<file path="config.mk">
export PLATFORM = sky130hd
export DESIGN_NAME = exe_muldiv
export DESIGN_NICKNAME = d
export VERILOG_FILES = /design/src/rtl/exe_muldiv.sv
export SDC_FILE = /design/constraint.sdc
export NUM_CORES = 1
export LEC_CHECK = 0
export ABC_AREA = 1
export BUFFER_PORTS_ARGS = -buffer_cell sky130_fd_sc_hd__buf_2
export CORE_MARGIN = 2
export CORE_UTILIZATION = 35
export CTS_CLUSTER_DIAMETER = 40
export CTS_CLUSTER_SIZE = 20
export DETAILED_ROUTE_END_ITERATION = 7
export GPL_TIMING_DRIVEN = 1
export RECOVER_POWER = 50
export SETUP_SLACK_MARGIN = 0.5
export SLEW_MARGIN = 20
export SYNTH_ARGS = -nofsm -noshare
export SYNTH_HDL_FRONTEND = slang
export SYNTH_SLANG_ARGS = --single-unit
</file>
<file path="constraint.sdc">
create_clock -name clock -period 2.8 [get_ports clock]
set_input_delay 0.56 -clock clock [delete_from_list [all_inputs] [get_ports clock]]
set_output_delay 0.56 -clock clock [all_outputs]
set_load 0.02 [all_outputs]
</file>
<file path="src/rtl/exe_muldiv.sv">
`timescale 1ns/1ps
`default_nettype none
// ============================================================================
// Module   : exe_muldiv
// Brief    : Iterative 32-cycle multiply/divide unit for the EXE stage.
//            MULDIV_SIGNED_EN enables signed MULT/DIV; otherwise op[0] is ignored.
// Revision : 1.0 - initial release
// ============================================================================
module exe_muldiv #(
    parameter int WIDTH = 32
) (
    input  logic             clock,
    input  logic             reset,
    input  logic             flush,
    input  logic             start,
    input  logic [1:0]       op,
    input  logic [WIDTH-1:0] src_a,
    input  logic [WIDTH-1:0] src_b,
    output logic             stall_out,
    output logic             busy,
    output logic             done,
    output logic [WIDTH-1:0] hi_out,
    output logic [WIDTH-1:0] lo_out
);

    typedef enum logic [1:0] {
        S_IDLE = 2'd0,
        S_CALC = 2'd1,
        S_FIX  = 2'd2
    } state_t;

    localparam logic [5:0] c_LAST_ITER = 6'd31;

    state_t           r_state;
    state_t           w_state_nxt;
    logic [5:0]       r_cnt;
    logic             r_done;
    logic             r_is_div;
    logic             r_neg_q;
    logic             r_neg_r;
    logic [WIDTH-1:0] r_hi;
    logic [WIDTH-1:0] r_lo;
    logic [WIDTH-1:0] r_opb;
    logic [WIDTH-1:0] r_hi_out;
    logic [WIDTH-1:0] r_lo_out;

    logic             w_accept;
    logic             w_sgn_a;
    logic             w_sgn_b;
    logic [WIDTH-1:0] w_abs_a;
    logic [WIDTH-1:0] w_abs_b;
    logic [WIDTH:0]   w_mul_sum;
    logic [WIDTH:0]   w_div_sh;
    logic [WIDTH:0]   w_div_diff;
    logic             w_div_ok;
    logic [WIDTH-1:0] w_res_hi;
    logic [WIDTH-1:0] w_res_lo;

    assign busy      = (r_state != S_IDLE);
    assign done      = r_done;
    assign hi_out    = r_hi_out;
    assign lo_out    = r_lo_out;
    // The completing instruction is still presented during the done cycle.
    assign w_accept  = (r_state == S_IDLE) && start && !r_done;
    assign stall_out = busy || w_accept;

`ifdef MULDIV_SIGNED_EN
    assign w_sgn_a = op[0] & src_a[WIDTH-1];
    assign w_sgn_b = op[0] & src_b[WIDTH-1];
    assign w_abs_a = w_sgn_a ? -src_a : src_a;
    assign w_abs_b = w_sgn_b ? -src_b : src_b;
`else
    logic w_unused_op0;
    assign w_unused_op0 = op[0];
    assign w_sgn_a      = 1'b0;
    assign w_sgn_b      = 1'b0;
    assign w_abs_a      = src_a;
    assign w_abs_b      = src_b;
`endif

    // Multiply: {r_hi, r_lo} shifts right, r_lo starts as the multiplier.
    assign w_mul_sum  = {1'b0, r_hi} + (r_lo[0] ? {1'b0, r_opb} : '0);
    // Divide: r_hi holds the partial remainder, r_lo shifts dividend out/quotient in.
    assign w_div_sh   = {r_hi, r_lo[WIDTH-1]};
    assign w_div_diff = w_div_sh - {1'b0, r_opb};
    assign w_div_ok   = !w_div_diff[WIDTH];

`ifdef MULDIV_SIGNED_EN
    logic [2*WIDTH-1:0] w_prod_fix;
    assign w_prod_fix = r_neg_q ? -{r_hi, r_lo} : {r_hi, r_lo};
    assign w_res_lo   = r_is_div ? (r_neg_q ? -r_lo : r_lo) : w_prod_fix[WIDTH-1:0];
    assign w_res_hi   = r_is_div ? (r_neg_r ? -r_hi : r_hi) : w_prod_fix[2*WIDTH-1:WIDTH];
`else
    logic w_unused_neg;
    assign w_unused_neg = r_neg_q ^ r_neg_r;
    assign w_res_lo     = r_lo;
    assign w_res_hi     = r_hi;
`endif

    always_ff @(posedge clock or negedge reset) begin
        if (!reset) begin
            r_state <= S_IDLE;
        end else begin
            r_state <= w_state_nxt;
        end
    end

    always_comb begin
        w_state_nxt = r_state;
        if (flush) begin
            w_state_nxt = S_IDLE;
        end else begin
            case (r_state)
                S_IDLE:  if (w_accept) w_state_nxt = S_CALC;
                S_CALC:  if (r_cnt == c_LAST_ITER) w_state_nxt = S_FIX;
                S_FIX:   w_state_nxt = S_IDLE;
                default: w_state_nxt = S_IDLE;
            endcase
        end
    end

    always_ff @(posedge clock or negedge reset) begin
        if (!reset) begin
            r_cnt    <= '0;
            r_done   <= 1'b0;
            r_is_div <= 1'b0;
            r_neg_q  <= 1'b0;
            r_neg_r  <= 1'b0;
            r_hi     <= '0;
            r_lo     <= '0;
            r_opb    <= '0;
            r_hi_out <= '0;
            r_lo_out <= '0;
        end else begin
            r_done <= 1'b0;
            if (flush) begin
                r_cnt <= '0;
            end else begin
                case (r_state)
                    S_IDLE: begin
                        if (w_accept) begin
                            r_cnt    <= '0;
                            r_is_div <= op[1];
                            r_neg_q  <= w_sgn_a ^ w_sgn_b;
                            r_neg_r  <= w_sgn_a;
                            r_hi     <= '0;
                            r_lo     <= op[1] ? w_abs_a : w_abs_b;
                            r_opb    <= op[1] ? w_abs_b : w_abs_a;
                        end
                    end
                    S_CALC: begin
                        r_cnt <= r_cnt + 6'd1;
                        if (r_is_div) begin
                            r_hi <= w_div_ok ? w_div_diff[WIDTH-1:0] : w_div_sh[WIDTH-1:0];
                            r_lo <= {r_lo[WIDTH-2:0], w_div_ok};
                        end else begin
                            r_hi <= w_mul_sum[WIDTH:1];
                            r_lo <= {w_mul_sum[0], r_lo[WIDTH-1:1]};
                        end
                    end
                    S_FIX: begin
                        r_hi_out <= w_res_hi;
                        r_lo_out <= w_res_lo;
                        r_done   <= 1'b1;
                    end
                    default: r_cnt <= '0;
                endcase
            end
        end
    end

endmodule
`default_nettype wire

</file>
# Word-level counts from Yosys, hierarchy flattened
# Cells that the tools add are included.
# word_totals
reg_bits,170
# classes
addsub,3
n_eq_ne,7
muxes,19
n_bitwise,1
reduce_logical,13
# op_table
op,n
32-bit 2-to-1 mux,8
32-bit one-hot mux with 2 select lines,2
32-bit by 32-bit adder with 33-bit output,1
33-bit by 32-bit subtractor with 33-bit output,1
6-bit one-hot mux with 3 select lines,1
6-bit 2-to-1 mux,2
"6-bit by 1-bit adder with 6-bit output, second input constant",1
"6-bit by 5-bit equality test with 1-bit output, second input constant",1
2-bit 2-to-1 mux,3
"3-bit != test, second input constant",2
2-bit AND reduction,3
3-bit AND reduction,2
"2-bit != test, second input constant",2
2-bit one-hot mux with 2 select lines,1
2-bit nonzero test,2
"2-bit by 1-bit equality test with 1-bit output, second input constant",1
"2-bit equality test, second input constant",1
1-bit logical AND,2
1-bit logical NOT,2
2-bit logical NOT,1
1-bit 2-to-1 mux,2
1-bit logical OR,1
1-bit NOT,1

# Depth between registers and ports, before layout
# depth
word_depth,6
ltp_mapped,20

# Worst setup path after synthesis
# No wires, ideal clock.
# synth_path
path_type,register to register
from,reg r_lo[0]
to,reg r_hi[29]
setup_time_ps,117
arrival_time_ps,2618
slack_ps,65
stages_incl_launch_ff,20
cell_sequence,dfrtp_1 clkbuf_1 clkbuf_1 nand2_1 inv_1 ha_1 inv_1 fa_1 o21ai_0 nand2_1 nand2_1 nand2_1 nand2_1 nand3_1 nand3_1 nand3_1 nand2_1 inv_1 nand2_1 nand2_1
# synth_between
elab_chain_cells,4
# synth_lines
item,line_no,text
start: declaration,42,logic [WIDTH-1:0] r_lo;
start signal: assignment,147,r_lo <= op[1] ? w_abs_a : w_abs_b;
start signal: assignment,155,"r_lo <= {r_lo[WIDTH-2:0], w_div_ok};"
start signal: assignment,158,"r_lo <= {w_mul_sum[0], r_lo[WIDTH-1:1]};"
32-bit 2-to-1 mux,82,"assign w_mul_sum = {1'b0, r_hi} + (r_lo[0] ? {1'b0, r_opb} : '0);"
32-bit by 32-bit adder with 33-bit output,82,
32-bit 2-to-1 mux,153,if (r_is_div) begin
32-bit one-hot mux with 2 select lines,139,case (r_state)
end signal: assignment,154,r_hi <= w_div_ok ? w_div_diff[WIDTH-1:0] : w_div_sh[WIDTH-1:0];
end signal: assignment,157,r_hi <= w_mul_sum[WIDTH:1];
end: declaration,41,logic [WIDTH-1:0] r_hi;
# Every way passes these cells.
# A chain may end at the register's enable or synchronous reset.

# Final worst setup path
# layout_path
from,reg r_lo[31]
to,reg r_hi[2]
# layout_between
elab_chain_cells,4
# layout_lines
item,line_no,text
33-bit by 32-bit subtractor with 33-bit output,85,"assign w_div_diff = w_div_sh - {1'b0, r_opb};"
32-bit 2-to-1 mux,154,
32-bit 2-to-1 mux,153,
32-bit one-hot mux with 2 select lines,139,
# Every way passes these cells.

==> results.md <==
| Item | Value | Unit |
|:---|:---|:---|
| Status | complete, but fails checks | - |
| Violations in the final reports | max-capacitance violations, max-slew violations | - |
| Clock insertion delay at the later pin of the skew report | 0.47 | ns |
| FF-to-FF setup slack | 0.29 | ns |
| Post-synth top area share | 33.06 | % |
| Register clock-pin slew on the reported worst setup and hold paths | 0.09 | ns |
| Cell taking the most area after synthesis | sky130_fd_sc_hd__dfrtp_1 | - |
| Switching share of power | 50.72 | % |
| Die Area | 38,310 | sq um |
| ANT cells | 0 | - |
| Cell repeated most along the worst path | sky130_fd_sc_hd__nand2_4 | - |
| IR Drop Worst-Case VDD | 0.5448 | mV |
| Number of warnings issued by yosys | 0 | - |
| Detailed Route Iter0 Violations | 1,299 | - |
| Layout fillers | 3,746 | - |
| R2r worst-path depth | 19 | - |
| Post-route setup slack | 0.2941 | ns |
| Measured slew at the worst slew-check pin | 1.852 | ns |
| Fin. Hold Viols | 0 | - |
| Slowest stage delay, CP | 0.37 | ns |
| Async set-or-reset flop fraction in the synthesized netlist | 100.0 | % |
| Effective utilization at floorplan | 35.32 | % |
| Worst-case clock skew | 0.02282 | ns |
| RSZ-0062 raised after global routing | yes | - |
| Min Clock Period, post-route | 2.506 | ns |
| Global-route wire length before repair | 72.49 | mm |
| Total power | 20.83 | mW |
| Share of the clock period used by the worst path | 89.50 | % |
| Total via count after detailed routing | 13,735 | - |
| Cell Pwr Density | 1259 | nW/um^2 |
| Post-Syn Area per Cell | 6.538 | sq um |
| Floorplan Core Area | 36,430 | sq um |
| Vias in the first global route | 12,943 | - |
| Switch Pwr | 10.57 | mW |
| Number of buffers inserted during clock tree synthesis | 17 | - |
| Bufs on Longest Clock Path | 2 | - |
| First-pass iteration count of the detailed router | 5 | - |
| # IOs | 137 | - |
| Instance count of the mapped netlist | 1,968 | - |
| Pre-CTS setup slack | 0.1243 | ns |
| Combinational cell fraction of total power | 67.2 | % |
| Wire length per cell after detailed routing | 18.32 | um |
| Hold Path Cell Cnt | 3 | - |
| Num rows | 70 | - |
| Arr. time, crit path | 2.86 | ns |
| All-layer global routing usage | 24.56 | % |
| Vertical die dimension | 195.7 | um |
| Slowest CP cell | sky130_fd_sc_hd__dfrtp_1 | - |
| Maximum level of the CTS H-tree | 4 | - |
| Main synth FF type | sky130_fd_sc_hd__dfrtp_1 | - |
| Synth Net Count | 2,105 | - |
| Cell internal pwr | 10.27 | mW |
| Cell leakage power | 8.359 | nW |
| Total number of clock tree sinks | 170 | - |
| Routability cong. | 0.9424 | - |
| Number of antenna violations at the first check in global routing | 2 | - |
| Routed via count divided by cell count | 5.228 | - |
| Sum of net half-perimeters after detailed placement | 35.79 | mm |
| Origin of the critical flop-to-flop path | r_lo[31] | - |
| Number of different library cells in the post-synthesis netlist | 43 | - |
| Core occupancy in the finished layout | 45.43 | % |
| Maximum operating frequency | 399.1 | MHz |
| Element type at the critical path end | flip-flop | - |
| Worst min path class | in2reg | - |
| EDFF count, synth | 0 | - |
| Synth area leaders | sky130_fd_sc_hd__dfrtp_1, sky130_fd_sc_hd__nand2_1, sky130_fd_sc_hd__inv_1 | - |
| Cell area after synthesis | 12,870 | sq um |
| WP data required | 3.15 | ns |
| Endpoint of the worst hold path | r_opb[0] | - |
| Largest driver fanout on the critical path | 5 | - |
| Die extent in x | 195.7 | um |
| Largest net degree at the start of global routing | 66 | - |
| Critical setup path kind | reg2reg | - |
| Detail Route Antenna Nets | 0 | - |
| Sort of element at the start of the critical path | flip-flop | - |
| Clock tree root buffer cell | sky130_fd_sc_hd__clkbuf_16 | - |
| Crit-path cells | inv_2 > ha_4 > fa_2 > inv_2 > nand2_2 > nand2_2 > nand3_2 > nand2_4 > nand2_4 > nand2_4 > nand2_4 > nand2_4 > nand2_4 > nand2_8 > buf_12 > buf_16 > o211ai_1 > nand2_1 > nand2_1 | - |
| Max-cap violations | 1 | - |
| Finish-stage setup viols | 0 | - |
| Slew Limit Fails | 61 | - |
| Overall routed net length | 48.12 | mm |
| Synth-to-layout area growth | 28.65 | % |
| Clock power frac | 12.0 | % |
| Flip-flop and latch count after synthesis | 170 | - |
| Global route overflow | 0 | - |
| Fraction of layout instances using a drive strength above 1 | 21.58 | % |
| Reg2Reg Capture Point | r_hi[2] | - |
| Fraction of the yosys area taken by sequential cells | 33.06 | % |
| Worst max-slew margin expressed relative to the limit | -23.49 | % |
| DRC | 0 | - |
| Setup TNS | 0 | ns |
| CTS tree | built | - |
| Buffers on Ports | 135 | - |
| Net total in the final layout | 2,284 | - |
| Hold path start | src_a[0] | - |
| Reg power frac | 20.8 | % |
-- layout make-up --
cell class	instances	area [sq um]	share of cell area, %
Tap cell	468	585.6	3.537
Multi-Input combinational cell	1432	8392	50.70
Inverter	292	1097	6.629
Clock buffer	18	439.2	2.653
Clock inverter	13	156.4	0.9448
Sequential cell	170	4260	25.74
Timing Repair Buffer	234	1623	9.803
-- flip-flops by register name, indices dropped and copies added, names as in the netlist --
signal and flops:
done 1, r_state 2, r_is_div 1, lo_out 32, r_opb 32, r_lo 32
r_hi 32, hi_out 32, r_cnt 6
-- synth_stat cells, drive strengths merged, types with 8 or more instances --
master and count:
nand2 606, a21o 8, o21ai 184, xnor2 9, o211ai 49, buf 23
ha 65, dfrtp 170, nand4 20, a31oi 33, clkbuf 53, nand3 122
nor3 16, a21oi 127, inv 292, nor2 144, or2 13, o21bai 8
-- placed cells by master (no fill, tap or decap), types with 8 or more instances in the layout --
cell and n:
sky130_fd_sc_hd__nand2_1 559, sky130_fd_sc_hd__buf_2 102, sky130_fd_sc_hd__nor2_2 20, sky130_fd_sc_hd__nand4_1 20, sky130_fd_sc_hd__nand2_2 35, sky130_fd_sc_hd__a21oi_2 30, sky130_fd_sc_hd__ha_1 21, sky130_fd_sc_hd__buf_12 12
sky130_fd_sc_hd__o21ai_1 18, sky130_fd_sc_hd__nand3_1 82, sky130_fd_sc_hd__inv_1 280, sky130_fd_sc_hd__nor2_1 118, sky130_fd_sc_hd__nand2_4 11, sky130_fd_sc_hd__ha_4 38, sky130_fd_sc_hd__a21o_1 8, sky130_fd_sc_hd__a31oi_1 33
sky130_fd_sc_hd__a21oi_1 94, sky130_fd_sc_hd__o21ai_0 161, sky130_fd_sc_hd__nor3_1 9, sky130_fd_sc_hd__clkbuf_1 35, sky130_fd_sc_hd__o21bai_1 8, sky130_fd_sc_hd__buf_4 70, sky130_fd_sc_hd__nand3_2 30, sky130_fd_sc_hd__dfrtp_1 165
sky130_fd_sc_hd__clkbuf_16 17, sky130_fd_sc_hd__or2_2 12, sky130_fd_sc_hd__buf_6 8, sky130_fd_sc_hd__xnor2_1 9, sky130_fd_sc_hd__inv_2 11, sky130_fd_sc_hd__nand3_4 10, sky130_fd_sc_hd__o211ai_1 49
-- cells by family after synthesis --
family	count (synthesis)	share of synthesized area [%]
adders and majority gates	67	6.632
xor gates and xnor gates	11	0.7488
AOI/OAI and AO/OA	421	18.32
buffers and inverters	368	11.14
DFF	170	33.06
and+or+nand+nor	931	30.10
-- routing by layer --
| layer | vias to the layer above | GRT usage (%) | wire length (um) |
|---|---|---|---|
| met4 | 2 | 8.614 | 1486 |
| met3 | 88 | 4.315 | 2966 |
| li1 | 6728 | - | - |
| met5 | - | 0 | 11 |
| met1 | 6450 | 33.32 | 21730 |
| met2 | 467 | 39.48 | 21930 |
-- how the worst max path moves through the flow --
stage / startpoint / end / slack (ns) / cells past startpoint
CTS: r_opb[0] / r_hi[2] / 0.29 / 17
global route: reset / r_lo[0] / 0.09 / 2
detailed placement: r_lo[0] / r_hi[27] / 0.12 / 14
global placement: r_lo[0] / r_hi[26] / 0.15 / 16
floorplan: r_lo[0] / r_hi[29] / 0.51 / 19
finish: r_lo[31] / r_hi[2] / 0.29 / 19
-- critical path, delay by kind of cell, from the launching register on --
kind	cells	cell delay, ns
buf+inv	4	0.41
fa+ha+maj	2	0.52
flops	1	0.37
compound gates	1	0.13
simple gates	12	0.93
-- repair_timing --
| action | 4_1_cts | 5_1_grt |
|---|---|---|
| hold buffers | 0 | 0 |
| gates cloned | 6 | 0 |
| pin swaps | 47 | 45 |
| setup buffers | 29 | 17 |
| setup endpoints to repair | 33 | 33 |
| gates resized for setup | 155 | 105 |
-- power groups by stage --
stage	combinational, mW	sequential (mW)	clock (mW)
finish	14.0	4.33	2.51
global route	15.2	4.45	2.63
CTS	12.9	4.25	2.54
detailed placement	10.6	4.24	0
global placement	10.6	4.22	0
floorplan	6.76	4.63	0
-- per-stage QoR --
step,cell area (sq um),instances,hold slack [ns]
final,16550,2627,0.3763
after global routing,16550,2627,0.3877
after CTS,15990,2610,0.1291
after detailed placement,14300,2544,0.4554
after global placement,14300,2544,0.4504
after floorplan,12890,1968,0.2644
(Power assumes the default switching activity.)
